$ cat src/rtl/multicycle_ctrl_if.sv
// Datapath-side bundle of the multicycle control unit.
// master = control unit, slave = datapath.
interface multicycle_ctrl_if #(
    parameter int Data_Width            = 32,
    parameter int Address_Width_RegFile = 5
);
    logic                             eq;
    logic [Data_Width-1:0]            jalrOutput;
    logic [Address_Width_RegFile-1:0] rs1;
    logic [Address_Width_RegFile-1:0] rs2;
    logic [Address_Width_RegFile-1:0] rd;
    logic                             regFileWen;
    logic                             ALUSrc;
    logic [Data_Width-1:0]            ImmOp;
    logic [3:0]                       ALU_ctrl;
    logic                             MemWrite;
    logic [1:0]                       dataType;
    logic                             SrcSel;
    logic                             JumpSel;
    logic [Data_Width-1:0]            newPC;

    modport master (
        input  eq, jalrOutput,
        output rs1, rs2, rd, regFileWen, ALUSrc, ImmOp, ALU_ctrl,
        output MemWrite, dataType, SrcSel, JumpSel, newPC
    );

    modport slave (
        output eq, jalrOutput,
        input  rs1, rs2, rd, regFileWen, ALUSrc, ImmOp, ALU_ctrl,
        input  MemWrite, dataType, SrcSel, JumpSel, newPC
    );
endinterface

$ cat src/rtl/multicycle_ctrl.sv
// RV32I subset multi-cycle controller: FETCH/DECODE/EXEC/MEM/WB plus PC.
// Define MC_CTRL_PERF_EN to build the retired-instruction counter.
module multicycle_ctrl #(
    parameter int          Data_Width            = 32,
    parameter int          Address_Width_RegFile = 5,
    parameter logic [31:0] RESET_PC              = 32'h0
) (
    input  logic        clk,
    input  logic        rst,
    input  logic        stall,
    output logic [31:0] imem_addr,
    input  logic [31:0] imem_rdata,
    output logic        illegal,
    output logic [31:0] instret,
    multicycle_ctrl_if.master dp
);
    localparam logic [6:0] OP_R  = 7'b0110011;
    localparam logic [6:0] OP_I  = 7'b0010011;
    localparam logic [6:0] OP_LU = 7'b0110111;
    localparam logic [6:0] OP_LD = 7'b0000011;
    localparam logic [6:0] OP_ST = 7'b0100011;
    localparam logic [6:0] OP_BR = 7'b1100011;
    localparam logic [6:0] OP_JL = 7'b1101111;
    localparam logic [6:0] OP_JR = 7'b1100111;

    localparam logic [3:0] A_ADD = 4'd0, A_SUB = 4'd1, A_AND = 4'd2;
    localparam logic [3:0] A_OR  = 4'd3, A_XOR = 4'd4, A_SLL = 4'd5;
    localparam logic [3:0] A_SRL = 4'd6, A_SLT = 4'd7, A_PAS = 4'd8;

    typedef enum logic [2:0] {FETCH, DECODE, EXEC, MEM, WB, TRAP} state_t;

    state_t                state, state_n;
    logic [31:0]           ir;
    logic [Data_Width-1:0] pc, pc_n;
    logic                  retire;

    logic [6:0]  opc, f7;
    logic [2:0]  f3;
    logic [31:0] imm_i, imm_s, imm_b, imm_u, imm_j, imm;
    logic [3:0]  alu;
    logic [1:0]  dt;
    logic        asrc, ssel, jsel, bad;
    logic        is_lui, is_ld, is_st, is_br, is_jal, is_jalr;

    assign opc   = ir[6:0];
    assign f3    = ir[14:12];
    assign f7    = ir[31:25];
    assign imm_i = {{20{ir[31]}}, ir[31:20]};
    assign imm_s = {{20{ir[31]}}, ir[31:25], ir[11:7]};
    assign imm_b = {{19{ir[31]}}, ir[31], ir[7], ir[30:25], ir[11:8], 1'b0};
    assign imm_u = {ir[31:12], 12'b0};
    assign imm_j = {{11{ir[31]}}, ir[31], ir[19:12], ir[20], ir[30:21], 1'b0};

    always_comb begin
        alu = A_ADD; imm = '0; dt = 2'b00;
        asrc = 1'b0; ssel = 1'b0; jsel = 1'b0; bad = 1'b1;
        is_lui = 1'b0; is_ld = 1'b0; is_st = 1'b0;
        is_br = 1'b0; is_jal = 1'b0; is_jalr = 1'b0;
        unique case (1'b1)
            (opc == OP_R): begin
                bad = (f7 != 7'b0) && !(f7 == 7'b0100000 && f3 == 3'b000);
                unique case (f3)
                    3'b000:  alu = f7[5] ? A_SUB : A_ADD;
                    3'b001:  alu = A_SLL;
                    3'b010:  alu = A_SLT;
                    3'b100:  alu = A_XOR;
                    3'b101:  alu = A_SRL;
                    3'b110:  alu = A_OR;
                    3'b111:  alu = A_AND;
                    default: bad = 1'b1;
                endcase
            end
            (opc == OP_I): begin
                asrc = 1'b1; imm = imm_i;
                // Shift immediates only allow funct7 = 0 (no SRAI).
                bad  = (f3[1:0] == 2'b01) && (f7 != 7'b0);
                unique case (f3)
                    3'b000:  alu = A_ADD;
                    3'b001:  alu = A_SLL;
                    3'b010:  alu = A_SLT;
                    3'b100:  alu = A_XOR;
                    3'b101:  alu = A_SRL;
                    3'b110:  alu = A_OR;
                    3'b111:  alu = A_AND;
                    default: bad = 1'b1;
                endcase
            end
            (opc == OP_LU): begin
                bad = 1'b0; is_lui = 1'b1;
                alu = A_PAS; asrc = 1'b1; imm = imm_u;
            end
            (opc == OP_LD): begin
                is_ld = 1'b1; asrc = 1'b1; ssel = 1'b1; imm = imm_i;
                unique case (f3)
                    3'b010:  begin bad = 1'b0; dt = 2'b00; end
                    3'b100:  begin bad = 1'b0; dt = 2'b01; end
                    3'b101:  begin bad = 1'b0; dt = 2'b10; end
                    default: bad = 1'b1;
                endcase
            end
            (opc == OP_ST): begin
                is_st = 1'b1; asrc = 1'b1; imm = imm_s;
                unique case (f3)
                    3'b000:  begin bad = 1'b0; dt = 2'b01; end
                    3'b001:  begin bad = 1'b0; dt = 2'b10; end
                    3'b010:  begin bad = 1'b0; dt = 2'b00; end
                    default: bad = 1'b1;
                endcase
            end
            (opc == OP_BR): begin
                is_br = 1'b1; alu = A_SUB; imm = imm_b;
                bad   = (f3[2:1] != 2'b00);
            end
            (opc == OP_JL): begin
                bad = 1'b0; is_jal = 1'b1; jsel = 1'b1; imm = imm_j;
            end
            (opc == OP_JR): begin
                is_jalr = 1'b1; jsel = 1'b1; asrc = 1'b1; imm = imm_i;
                bad     = (f3 != 3'b000);
            end
            default: bad = 1'b1;
        endcase
    end

    always_comb begin
        state_n = state;
        retire  = 1'b0;
        if (!stall) begin
            unique case (state)
                FETCH:  state_n = DECODE;
                DECODE: state_n = bad ? TRAP : EXEC;
                EXEC: begin
                    if (is_br) begin
                        state_n = FETCH; retire = 1'b1;
                    end else if (is_ld || is_st) begin
                        state_n = MEM;
                    end else begin
                        state_n = WB;
                    end
                end
                MEM: begin
                    state_n = is_st ? FETCH : WB;
                    retire  = is_st;
                end
                WB: begin
                    state_n = FETCH; retire = 1'b1;
                end
                default: state_n = TRAP;
            endcase
        end
    end

    always_comb begin
        pc_n = pc + Data_Width'(4);
        // BNE is funct3 001, so ir[12] inverts the equality sense.
        if (is_jal || (is_br && (dp.eq ^ ir[12])))
            pc_n = pc + Data_Width'(imm);
        if (is_jalr)
            pc_n = dp.jalrOutput & ~Data_Width'(1);
    end

    always_ff @(posedge clk or posedge rst) begin
        if (rst) begin
            state <= FETCH;
            pc    <= Data_Width'(RESET_PC);
            ir    <= '0;
        end else begin
            state <= state_n;
            if (state == FETCH && !stall) ir <= imem_rdata;
            if (retire) pc <= pc_n;
        end
    end

`ifdef MC_CTRL_PERF_EN
    logic [31:0] cnt;
    always_ff @(posedge clk or posedge rst) begin
        if (rst)         cnt <= '0;
        else if (retire) cnt <= cnt + 32'd1;
    end
    assign instret = cnt;
`else
    assign instret = '0;
`endif

    assign imem_addr     = 32'(pc);
    assign illegal       = (state == TRAP);
    assign dp.newPC      = pc + Data_Width'(4);
    assign dp.rs1        = is_lui ? '0 : Address_Width_RegFile'(ir[19:15]);
    assign dp.rs2        = Address_Width_RegFile'(ir[24:20]);
    assign dp.rd         = Address_Width_RegFile'(ir[11:7]);
    assign dp.ImmOp      = Data_Width'(imm);
    assign dp.ALU_ctrl   = alu;
    assign dp.ALUSrc     = asrc;
    assign dp.dataType   = dt;
    assign dp.SrcSel     = ssel;
    assign dp.JumpSel    = jsel;
    assign dp.regFileWen = (state == WB) && !stall && (ir[11:7] != 5'd0);
    assign dp.MemWrite   = (state == MEM) && is_st && !stall;
endmodule

$ cat src/flat_wrapper.sv
// flat-port wrapper written by rule: the top's interface ports become plain ports
module multicycle_ctrl_flat 
#(
    parameter int          Data_Width            = 32,
    parameter int          Address_Width_RegFile = 5,
    parameter logic [31:0] RESET_PC              = 32'h0
)
  (clk, rst, stall, imem_addr, imem_rdata, illegal, instret, dp_eq, dp_jalrOutput, dp_rs1, dp_rs2, dp_rd, dp_regFileWen, dp_ALUSrc, dp_ImmOp, dp_ALU_ctrl, dp_MemWrite, dp_dataType, dp_SrcSel, dp_JumpSel, dp_newPC);
  multicycle_ctrl_if #(.Data_Width(Data_Width), .Address_Width_RegFile(Address_Width_RegFile)) dp_i ();
  input  logic clk;
  input  logic rst;
  input  logic stall;
  output logic [31:0] imem_addr;
  input  logic [31:0] imem_rdata;
  output logic illegal;
  output logic [31:0] instret;
  input wire logic [$bits(dp_i.eq)-1:0] dp_eq;
  input wire logic [$bits(dp_i.jalrOutput)-1:0] dp_jalrOutput;
  output wire logic [$bits(dp_i.rs1)-1:0] dp_rs1;
  output wire logic [$bits(dp_i.rs2)-1:0] dp_rs2;
  output wire logic [$bits(dp_i.rd)-1:0] dp_rd;
  output wire logic [$bits(dp_i.regFileWen)-1:0] dp_regFileWen;
  output wire logic [$bits(dp_i.ALUSrc)-1:0] dp_ALUSrc;
  output wire logic [$bits(dp_i.ImmOp)-1:0] dp_ImmOp;
  output wire logic [$bits(dp_i.ALU_ctrl)-1:0] dp_ALU_ctrl;
  output wire logic [$bits(dp_i.MemWrite)-1:0] dp_MemWrite;
  output wire logic [$bits(dp_i.dataType)-1:0] dp_dataType;
  output wire logic [$bits(dp_i.SrcSel)-1:0] dp_SrcSel;
  output wire logic [$bits(dp_i.JumpSel)-1:0] dp_JumpSel;
  output wire logic [$bits(dp_i.newPC)-1:0] dp_newPC;
  assign dp_i.eq = dp_eq;
  assign dp_i.jalrOutput = dp_jalrOutput;
  assign dp_rs1 = dp_i.rs1;
  assign dp_rs2 = dp_i.rs2;
  assign dp_rd = dp_i.rd;
  assign dp_regFileWen = dp_i.regFileWen;
  assign dp_ALUSrc = dp_i.ALUSrc;
  assign dp_ImmOp = dp_i.ImmOp;
  assign dp_ALU_ctrl = dp_i.ALU_ctrl;
  assign dp_MemWrite = dp_i.MemWrite;
  assign dp_dataType = dp_i.dataType;
  assign dp_SrcSel = dp_i.SrcSel;
  assign dp_JumpSel = dp_i.JumpSel;
  assign dp_newPC = dp_i.newPC;
  multicycle_ctrl #(.Data_Width(Data_Width), .Address_Width_RegFile(Address_Width_RegFile), .RESET_PC(RESET_PC)) u_core (.clk(clk), .rst(rst), .stall(stall), .imem_addr(imem_addr), .imem_rdata(imem_rdata), .illegal(illegal), .instret(instret), .dp(dp_i));
endmodule
$ cat config.mk
export PLATFORM = sky130hd
export DESIGN_NAME = multicycle_ctrl_flat
export DESIGN_NICKNAME = d
export VERILOG_FILES = /design/src/rtl/multicycle_ctrl_if.sv /design/src/rtl/multicycle_ctrl.sv /design/src/flat_wrapper.sv
export SDC_FILE = /design/constraint.sdc
export NUM_CORES = 1
export LEC_CHECK = 0
export BUFFER_PORTS_ARGS = -buffer_cell sky130_fd_sc_hd__buf_4
export CORE_MARGIN = 2
export CORE_UTILIZATION = 40
export CTS_BUF_LIST = sky130_fd_sc_hd__clkbuf_2 sky130_fd_sc_hd__clkbuf_4 sky130_fd_sc_hd__clkbuf_8
export DETAILED_ROUTE_END_ITERATION = 10
export GPL_ROUTABILITY_DRIVEN = 0
export GPL_TIMING_DRIVEN = 0
export MAX_ROUTING_LAYER = met4
export PLACE_DENSITY_LB_ADDON = 0.05
export SLEW_MARGIN = 40
export SYNTH_ARGS = -nofsm -noshare
export SYNTH_HDL_FRONTEND = slang
export SYNTH_SLANG_ARGS = --single-unit
$ cat constraint.sdc
create_clock -name clk -period 3.5 [get_ports clk]
set_input_delay 0.525 -clock clk [delete_from_list [all_inputs] [get_ports clk]]
set_output_delay 0.525 -clock clk [all_outputs]
set_load 0.01 [all_outputs]
==> impl_metrics.ini <==
[outcome]
outcome = complete, no violations

[global_routing]
global_route_wire_length_before_repair_um = 34700
grtUsageTotal = 0.282
antenna_found_initial = 0
pin_count_of_the_biggest_net_entering_global_routing = 40
globalRouteOverflowTotal = 0
grt_pass1_vias = 6253

[detailed_routing]
drt-pass1-iter-count = 5
detail_route.iter0.violations = 537
via_total_after_detailed_routing = 6767
postRouteWirelength_um = 23500
detail_route.vias_per_cell = 5.56
detail_route.drc_violations = 0
final_antenna_net_count = 0
mean_routed_wirelength_per_cell_um = 19.3

[synth]
synth_edf_count = 0
synth-async-reset-ratio = 1.00
synth_top_area_frac = 0.269
ys_warn_count = 0
mappedNetlistArea_um2 = 6220
fraction_of_synthesized_area_in_multiplexers = 0.0557
synth_top_family_by_area = compound AO/OA/AOI/OAI gates
synth_sequential_area_ratio = 0.269
synth-simple-area-share = 0.185
synth_area_leader = dfrtp_1
synth_top_cells_by_area = dfrtp_1 (27%), ha_1 (6.4%), buf_4 (5.3%)
post_synthesis_cell_count = 764
post_synth_xor_area_fraction = 0.0905
synth-compound-area-share = 0.242
number_of_storage_elements_in_the_synthesis_netlist = 67
postSynthAreaPerCell_um2 = 8.15
synth_top_flop_cell = dfrtp_1
synth_cell_types = 66
synth_fa_ha_area_frac = 0.0691

[clocking]
worst_setup_hold_path_clk_slew_ns = 0.08
tritoncts = yes
clock_tree.root_cell = clkbuf_8
cts_max_level = 3
cts_buffers = 9
cts_sinks = 67
clock_tree_buffer_depth = 2
cts.hold.buffers_added = 0
clk_latency_worst_skew_pair_ns = 0.38

[floorplan]
placement_rows = 45
starting_density_of_the_core = 0.409
die_width_um = 129
floorplan.die.height_um = 129
dieArea_um2 = 16600
boundary_pins = 223
core_region_area_um2 = 15200

[sta]
timing.slew.headroom = 0.410
achievable-frequency_mhz = 290
setup_total_negative_slack_ns = 0
fin_skew_ns = 0.0123
post-route-min-period_ns = 3.44
max_slew.worst_pin.slew_ns = 0.882
hold_violations = 0
slew_viol_final = 0
period_share = 0.984
setup_viol = 0
rsz_0062_raised_after_global_routing = true
final_critical_path_setup_slack_ns = 0.0576

[placed_design]
post-place-cells = 1172
pre_cts_ws_ns = -0.795
dp_hpwl_um = 18000
portBuffers = 188

[power]
combPwrFrac = 0.565
power.internal_uw = 2720
clock_power_share = 0.127
ir_worst_vdd_uv = 375
switching_share = 0.447
seq_pwr_share = 0.308
finalPower_uw = 4920
leakage_uw = 0.00438
p_per_area_nw_per_um2 = 538
power_switching_uw = 2200

[layout]
p_r_area_growth_vs_syn_pct = 46.8
fill_cells = 1390
antenna_cells = 0
final_layout_size_suffix_gt1_frac = 0.424
design.final.nets = 1126
postLayoutCoreUtil = 0.601
finalNonFillerCells = 1218

[run]
cap_viol_max_count = 0

[critical_path]
worst_reg2reg_path_length_in_cells = 15
worst-r2r-setup-slack_ns = 0.06
critical_path_arrival_ns = 3.67
rr_startpoint = u_core.ir[4]
crit_path_start_kind = flop
worst_r2r_endpoint = u_core.imem_addr[24]
timing.setup.critical_path_class = reg2reg
highest_net_fanout_along_the_worst_path = 4
cp_data_required_time_ns = 3.72
critical_path.endpoint_type = flop

[worst_hold_path]
hp-class = in2async
[through the flow]
step	hold slack (ns)	area (um^2)
2_1_floorplan	0.495	6360
3_3_place_gp	0.522	8000
3_5_place_dp	0.517	8040
4_1_cts	0.109	8730
5_1_grt	0.121	9140
6_report	0.115	9140
[registers in the layout, summed over array words and instances, names as in the netlist]
name and cells:
u_core.imem_addr 32, u_core.ir 32, u_core.state 3
[worst max-delay path, cell delays in order, from the launching register on]
cell      delay (ns)
dfrtp_2         0.41
nand4b_1        0.23
or3_4           0.44
o21ai_2         0.09
a22o_1          0.19
ha_2            0.22
fa_2            0.26
a211oi_2        0.09
o211ai_1        0.21
nand2_2         0.13
o21ai_4         0.23
a31oi_4         0.12
o21ai_1         0.20
xor2_1          0.11
a221oi_2        0.25
o21ai_0         0.12
[how the worst max path moves through the flow]
| stage | startpoint | to | slack, ns | cells after the start |
|---|---|---|---|---|
| 6_report | u_core.ir[4] | u_core.imem_addr[24] | 0.06 | 15 |
| 5_1_grt | u_core.ir[4] | u_core.imem_addr[24] | -0.14 | 15 |
| 4_1_cts | u_core.ir[3] | u_core.imem_addr[31] | -0.04 | 17 |
| 3_5_place_dp | u_core.ir[4] | u_core.imem_addr[31] | -0.79 | 17 |
| 3_3_place_gp | u_core.ir[4] | u_core.imem_addr[30] | -0.79 | 17 |
| 2_1_floorplan | u_core.ir[4] | u_core.imem_addr[28] | 0.007 | 17 |
[cells in the final DEF (no fill, tap or decap), drive strengths merged, types with 29 or more instances in the layout]
master,netlist,routed
a21o,31,31
a21oi,59,59
buf,50,277
clkbuf,30,32
conb,1,32
dfrtp,67,67
ha,32,32
mux2,29,29
nand2,75,75
nor2,61,61
o21ai,72,72
xnor2,37,37
[cell usage after synthesis, drive strengths merged, types with 12 or more instances]
| library cell | instances |
|---|---|
| clkbuf | 30 |
| dfrtp | 67 |
| nand4 | 12 |
| xor2 | 23 |
| ha | 32 |
| and3 | 12 |
| nand3 | 22 |
| buf | 50 |
| nand2 | 75 |
| a21o | 31 |
| o21ai | 72 |
| inv | 20 |
| nor2 | 61 |
| mux2 | 29 |
| xnor2 | 37 |
| a21oi | 59 |
[what timing repair did]
item                       4_1_cts  5_1_grt
pin swaps                       17       39
setup endpoints to repair       23       22
setup buffers                   21       16
resized for setup               76       74
cloned                           0        1
[power groups by stage]
stage               clock network (uW)  logic (uW)  registers (uW)
finish                             623        2780            1520
CTS                                632        2630            1490
global route                       661        3000            1540
detailed placement                   0        2410            1490
global placement                     0        2400            1490
floorplan                            0        1500            1350
[metal layers]
layer  share of wire  GRT usage  vias to the layer above
met5               0          -                        -
met3           0.077     0.0553                       42
li1                -          -                     3205
met4           0.021     0.0876                        0
met2            0.48      0.452                      306
met1            0.42      0.359                     3214
[cell families after synthesis]
kind of cell,after synthesis
multiplexers,31
adder cells (fa/ha/maj),34
XOR/XNOR,60
other,1
AO/OA/AOI/OAI,240
flip-flops,67
buffers and inverters,100
AND/OR/NAND/NOR,231
[cell type report]
type,instances,area [um^2],area share
Multi-Input combinational cell,628,4770,0.522
Clock buffer,10,138,0.0151
Sequential cell,67,1680,0.184
Buffer,72,477,0.0522
Timing Repair Buffer,227,1720,0.188
Inverter,20,80.1,0.00876
Clock inverter,6,41.3,0.00452
Tap cell,188,235,0.0257
Power figures use the tool's default switching activity.
